## src/rtl/snail_seq_gen.sv

```systemverilog
// snail_seq_gen
// Serial pattern generator feeding the A input of the snail sequence
// detector. A WIDTH-bit pattern is captured on an accepted start and shifted
// out MSB first, one bit per clock, with a start/busy/done handshake.
//
// Build option: define SNAIL_SEQ_GEN_LOOP_EN to repeat the captured pattern
// continuously. Only abort or rst leave the stream in that build.
//
// Ports:
//   clk      rising-edge clock
//   rst      asynchronous active-high reset
//   start    frame request, sampled in IDLE or DONE only
//   abort    synchronous terminate, highest priority, no done pulse
//   pattern  frame data, captured on the accepted start edge
//   A        registered serial bit, MSB first
//   valid    A carries a pattern bit this cycle
//   busy     frame in progress
//   done     one-cycle pulse after the last bit
//   bit_idx  pattern index currently on A
module snail_seq_gen #(
    parameter int WIDTH = 24,
    parameter int IDX_W = $clog2(WIDTH)
) (
    input  logic             clk,
    input  logic             rst,
    input  logic             start,
    input  logic             abort,
    input  logic [WIDTH-1:0] pattern,
    output logic             A,
    output logic             valid,
    output logic             busy,
    output logic             done,
    output logic [IDX_W-1:0] bit_idx
);

    typedef enum logic [1:0] {
        ST_IDLE  = 2'd0,
        ST_SHIFT = 2'd1,
        ST_DONE  = 2'd2
    } state_t;

    localparam logic [IDX_W-1:0] LAST_IDX = IDX_W'(WIDTH - 1);

    state_t           state_q, state_d;
    logic [WIDTH-1:0] shreg_q, shreg_d;
    logic [IDX_W-1:0] cnt_q, cnt_d;
    logic             valid_q, valid_d;
    logic             done_q, done_d;
`ifdef SNAIL_SEQ_GEN_LOOP_EN
    // Private copy of the frame so a reload never looks at the live port.
    logic [WIDTH-1:0] cap_q, cap_d;
`endif

    always_ff @(posedge clk or posedge rst) begin
        if (rst) begin
            state_q <= ST_IDLE;
            shreg_q <= '0;
            cnt_q   <= '0;
            valid_q <= 1'b0;
            done_q  <= 1'b0;
`ifdef SNAIL_SEQ_GEN_LOOP_EN
            cap_q   <= '0;
`endif
        end else begin
            state_q <= state_d;
            shreg_q <= shreg_d;
            cnt_q   <= cnt_d;
            valid_q <= valid_d;
            done_q  <= done_d;
`ifdef SNAIL_SEQ_GEN_LOOP_EN
            cap_q   <= cap_d;
`endif
        end
    end

    always_comb begin
        state_d = state_q;
        shreg_d = shreg_q;
        cnt_d   = cnt_q;
        valid_d = 1'b0;
        done_d  = 1'b0;
`ifdef SNAIL_SEQ_GEN_LOOP_EN
        cap_d   = cap_q;
`endif
        if (abort) begin
            state_d = ST_IDLE;
            shreg_d = '0;
            cnt_d   = '0;
        end else begin
            case (state_q)
                ST_IDLE, ST_DONE: begin
                    if (start) begin
                        state_d = ST_SHIFT;
                        shreg_d = pattern;
                        cnt_d   = LAST_IDX;
                        valid_d = 1'b1;
`ifdef SNAIL_SEQ_GEN_LOOP_EN
                        cap_d   = pattern;
`endif
                    end else begin
                        state_d = ST_IDLE;
                    end
                end
                ST_SHIFT: begin
                    if (cnt_q == '0) begin
`ifdef SNAIL_SEQ_GEN_LOOP_EN
                        // Seamless restart: done marks the new MSB.
                        shreg_d = cap_q;
                        cnt_d   = LAST_IDX;
                        valid_d = 1'b1;
                        done_d  = 1'b1;
`else
                        // Clearing the shifter forces A low in DONE.
                        state_d = ST_DONE;
                        shreg_d = '0;
                        done_d  = 1'b1;
`endif
                    end else begin
                        shreg_d = {shreg_q[WIDTH-2:0], 1'b0};
                        cnt_d   = cnt_q - IDX_W'(1);
                        valid_d = 1'b1;
                    end
                end
                default: begin
                    state_d = ST_IDLE;
                    shreg_d = '0;
                    cnt_d   = '0;
                end
            endcase
        end
    end

    // Every output comes straight from a flop; busy and valid coincide.
    assign A       = shreg_q[WIDTH-1];
    assign valid   = valid_q;
    assign busy    = valid_q;
    assign done    = done_q;
    assign bit_idx = cnt_q;

endmodule

```

## config.mk

```make
export PLATFORM = sky130hd
export DESIGN_NAME = snail_seq_gen
export DESIGN_NICKNAME = d
export VERILOG_FILES = /design/src/rtl/snail_seq_gen.sv
export SDC_FILE = /design/constraint.sdc
export NUM_CORES = 1
export LEC_CHECK = 0
export ABC_AREA = 1
export BUFFER_PORTS_ARGS = -buffer_cell sky130_fd_sc_hd__buf_2
export CAP_MARGIN = 30
export CORE_MARGIN = 1
export CORE_UTILIZATION = 29
export CTS_CLUSTER_DIAMETER = 60
export DETAILED_ROUTE_END_ITERATION = 8
export GPL_TIMING_DRIVEN = 0
export PLACE_DENSITY_LB_ADDON = 0.08
export SLEW_MARGIN = 20
export SYNTH_ARGS = -nofsm -noshare
export SYNTH_HDL_FRONTEND = slang
export SYNTH_SLANG_ARGS = --single-unit
```

## constraint.sdc

```tcl
create_clock -name clk -period 2.31 [get_ports clk]
set_input_delay 0 -clock clk [delete_from_list [all_inputs] [get_ports clk]]
set_output_delay 0 -clock clk [all_outputs]
set_load 0.03 [all_outputs]
```

# Word level (Yosys, flattened, before mapping)
# Cells that the tools add are included.
classes:
  addsub: 1
  n_eq_ne: 5
  mux: 19
  reduce_logical: 4
ops:
  columns: ["cell", "count"]
  rows:
  - ["2-to-1 mux 24 bit", 3]
  - ["one-hot mux 24 bit (2 select lines)", 1]
  - ["2-to-1 mux 5 bit", 3]
  - ["one-hot mux 5 bit (2 select lines)", 1]
  - ["inequality test 3 bit (second input constant)", 3]
  - ["2-to-1 mux 1 bit", 7]
  - ["logical NOT 5 bit", 1]
  - ["subtractor 5 x 1 -> 5 bit (second input constant)", 1]
  - ["2-to-1 mux 2 bit", 2]
  - ["one-hot mux 2 bit (2 select lines)", 1]
  - ["== test 2 x 1 -> 1 bit (second input constant)", 1]
  - ["== test 2 bit (second input constant)", 1]
  - ["logical NOT 2 bit", 1]
  - ["one-hot mux 1 bit (2 select lines)", 1]
  - ["AND reduction 2 bit", 1]
  - ["OR reduction 2 bit", 1]
word_totals:
  regBits: 33
  input_bits: 28

# Longest topological paths before layout
depth:
  ltp_word: 4
  ltp_mapped: 9

# Worst setup path after synthesis
# Ideal clock, no wire load.
synth_path:
  path_kind: "reg-to-reg"
  startpoint: "reg cnt_q[0], in the netlist bit_idx[0]"
  endpoint: "reg shreg_q[22]"
  setup_time_ps: 65
  arrival_ps: 1466
  slack_ps: 779
  path_stages_with_launch: 9
  path_buffers: 1
  synth_period_minus_slack_ps: 1531
  path_cell_list: "dfrtp_1 > inv_1 > ha_1 > nand3_4 > nand2_1 > buf_6 > o21ai_1 > nand2_1 > nand2_1"
synth_between:
  elab_chain_len: 4
synth_rtl:
  columns: ["element", "line_no", "source"]
  rows:
  - ["from (decl)", "46", "logic [IDX_W-1:0] cnt_q, cnt_d;"]
  - ["from (signal assigned)", "67", "cnt_q <= cnt_d;"]
  - ["logical NOT 5 bit", "105", "if (cnt_q == '0) begin"]
  - ["2-to-1 mux 24 bit", "105", null]
  - ["one-hot mux 24 bit (2 select lines)", "90", "case (state_q)"]
  - ["2-to-1 mux 24 bit", "85", "if (abort) begin"]
  - ["to (signal assigned)", "66", "shreg_q <= shreg_d;"]
  - ["to (decl)", "45", "logic [WIDTH-1:0] shreg_q, shreg_d;"]
# Every way passes these cells.
# A chain may end at the register's enable or synchronous reset.

# Worst setup path in the final report
layout_path:
  startpoint: "reg cnt_q[0], in the netlist bit_idx[0]"
  endpoint: "reg shreg_q[18]"
# Same word-level chain as after synthesis.

==> flow_summary.yaml <==
clock_network:
  cts-resized-gates: 0
  cts_made_buffers: 5
  cts_root_buffer: "clkbuf_8"
  cts_tree: "built"
  htree_levels: 2
  clk-insertion-delay-late_ps: 290
  clkTransAtPathRegs_ps: 70
  cts.sinks: 33
  clock_path_buffers: 2
synth:
  synth_warnings: 0
  synth_cells: 229
  netlist_area_um2: 1732
  synth-compound-area-share_pct: 8.237
  synth-xor-area-share_pct: 0.5058
  synth-adder-area-share_pct: 0.7225
  synth_seq_cells: 33
  synthSimpleGateAreaFrac_pct: 33.60
  synth_fp_nets: 258
  ys_seq_area_share_pct: 47.69
  synth_mux_area_share_pct: 0
  synth_top_family_by_area: "simple AND/OR/NAND/NOR gates"
  syn_avg_cell_area_um2: 7.562
  ys_types: 24
sta:
  setup_violations: 0
  clock_skew_ps: 5.595
  rsz0062_at_grt: "false"
  fmax_mhz: 637.6
  worst_pin_slew_ps: 723.4
  timing.final.ws_setup_ps: 741.7
  slew_violations: 0
  max_slew_margin_pct: 51.70
  hold_violations: 0
  timing.final.crit_share_pct: 67.89
  tns_ps: 0
  layout_min_cycle_time_ps: 1568
outcome:
  status: "finished clean"
route:
  drt_first_pass_iters: 4
  via_count: 1539
  avgRoutedWirePerCell_um: 12.82
  viasPerCell: 4.435
  drt_iter0_markers: 71
  ant_nets: 0
  drc: 0
  wl_um: 4448
layout:
  fin_nets: 303
  n_antenna_cell: 0
  syn2layout_area_growth_pct: 22.62
  final_cell_mix: "nand2_1 (103), buf_2 (39), dfrtp_1 (33), o21ai_1 (20), inv_1 (19)"
  final_common_cell: "nand2_1"
  post-route-util_pct: 37.64
  drive_gt1_share_pct: 23.64
  fin_cells: 347
setup_path:
  crit_fanout: 10
  path_class: "register to register"
  cp-start-kind: "register"
  rr_worst_depth: 8
  arrival_ps: 1750
  cp.required_ps: 2490
  cp-end-kind: "register"
global_route:
  grt_pass1_vias: 1518
  track_usage_pct: 16.12
  antenna_found_initial: 0
  grt_max_degree: 34
  grt_pass1_wl_um: 7396
  gr-total-overflow: 0
floorplan:
  rows: 27
  dieWidth_um: 79.28
  start_util_pct: 30.69
  coreArea_um2: 5642
  pin_count: 37
  die_area_um2: 6285
  die_h_um: 79.28
place:
  dp_hpwl_um: 3071
  io_buffer_count: 36
  gp_congestion: 0.7602
  placedCellCount: 337
  dp_slack_ps: 741.3
power:
  ir_drop_mv: 0.3688
  powerDensity_nw_per_um2: 774.7
  p_leak_nw: 1.156
min_path:
  hold_path.class: "input pin to register"
  hold_depth: 5
job:
  maxCapViolCount: 0
## through the flow
stage | cell area (um^2) | total power [mW] | hold slack (ps)
after CTS | 2123 | 1.668 | 8.105
after global placement | 2002 | 1.166 | 262.7
after floorplan | 1732 | 1.028 | 128.9
after global routing | 2123 | 1.763 | 9.887
final | 2123 | 1.645 | 13.99
after detailed placement | 2002 | 1.168 | 183.7
## cell type report
type / instances / area [um^2]
Tap cell: 72 / 90.09
Clock buffer: 7 / 96.34
Inverter: 23 / 88.84
Multi-Input combinational cell: 163 / 745.7
Clock inverter: 1 / 5.005
Timing Repair Buffer: 38 / 200.2
Fill cell: 615 / 3518
Buffer: 10 / 71.32
Sequential cell: 33 / 825.8
## routing by layer
layer	track usage (%)	part of all wire [%]
met1	19.44	48
met4	4.545	0.99
met5	0	0
met2	27.41	49
met3	5.057	2.9
## cell usage after synthesis, drive strengths merged
| library cell | count | share of area [%] |
|---|---|---|
| inv | 23 | 5.1 |
| o22ai | 2 | 0.72 |
| dfrtp | 33 | 48 |
| nand3 | 17 | 5.6 |
| nor2 | 9 | 3.9 |
| xnor2 | 1 | 0.51 |
| nand4 | 1 | 0.36 |
| buf | 10 | 4.1 |
| a21oi | 1 | 0.29 |
| nand2 | 106 | 24 |
| o21ai | 25 | 7.2 |
| ha | 1 | 0.72 |
## kinds of logic after synthesis
kind of cell / after synthesis
buffers and inverters: 33
AO/OA/AOI/OAI: 28
adder cells (fa/ha/maj): 1
flip-flops: 33
AND/OR/NAND/NOR: 133
XOR/XNOR: 1
## registers in the layout (all words and copies together) (netlist names)
name and flops:
bit_idx 5, state_q 2, busy 1, done 1
shreg_q 24
## power breakdown
part           switching, mW  total [mW]  leakage [nW]  internal, mW
clock network          0.226       0.496        0.0542         0.270
logic                  0.304       0.461         0.663         0.157
registers             0.0418       0.688         0.438         0.646
## critical path, stage by stage, from the launching register on
cell and delay [ps]:
dfrtp_1 390, inv_1 120, ha_1 310, nand3_4 180, nand2_1 130, buf_6 160
o21ai_1 70, nand2_1 60, nand2_1 50
## final timing paths
path                                         startpoint                      end  slack, ps
worst max-delay path             bit_idx[0]$_DFFE_PP0P_  shreg_q[18]$_DFFE_PP0P_        740
worst min-delay path                        pattern[23]  shreg_q[23]$_DFFE_PP0P_         10
worst max register to register   bit_idx[0]$_DFFE_PP0P_  shreg_q[18]$_DFFE_PP0P_        740
worst min register to register  shreg_q[23]$_DFFE_PP0P_  shreg_q[23]$_DFFE_PP0P_        470
max in group asynchronous                           rst   shreg_q[1]$_DFFE_PP0P_       1470
min in group asynchronous                           rst   bit_idx[2]$_DFFE_PP0P_        380
## timing repair
| action | in CTS | in global routing |
|---|---|---|
| hold buffers | 2 | 0 |
| setup buffers | 0 | 0 |
| endpoints found under the hold margin | 34 | 0 |
(Power assumes the default switching activity.)
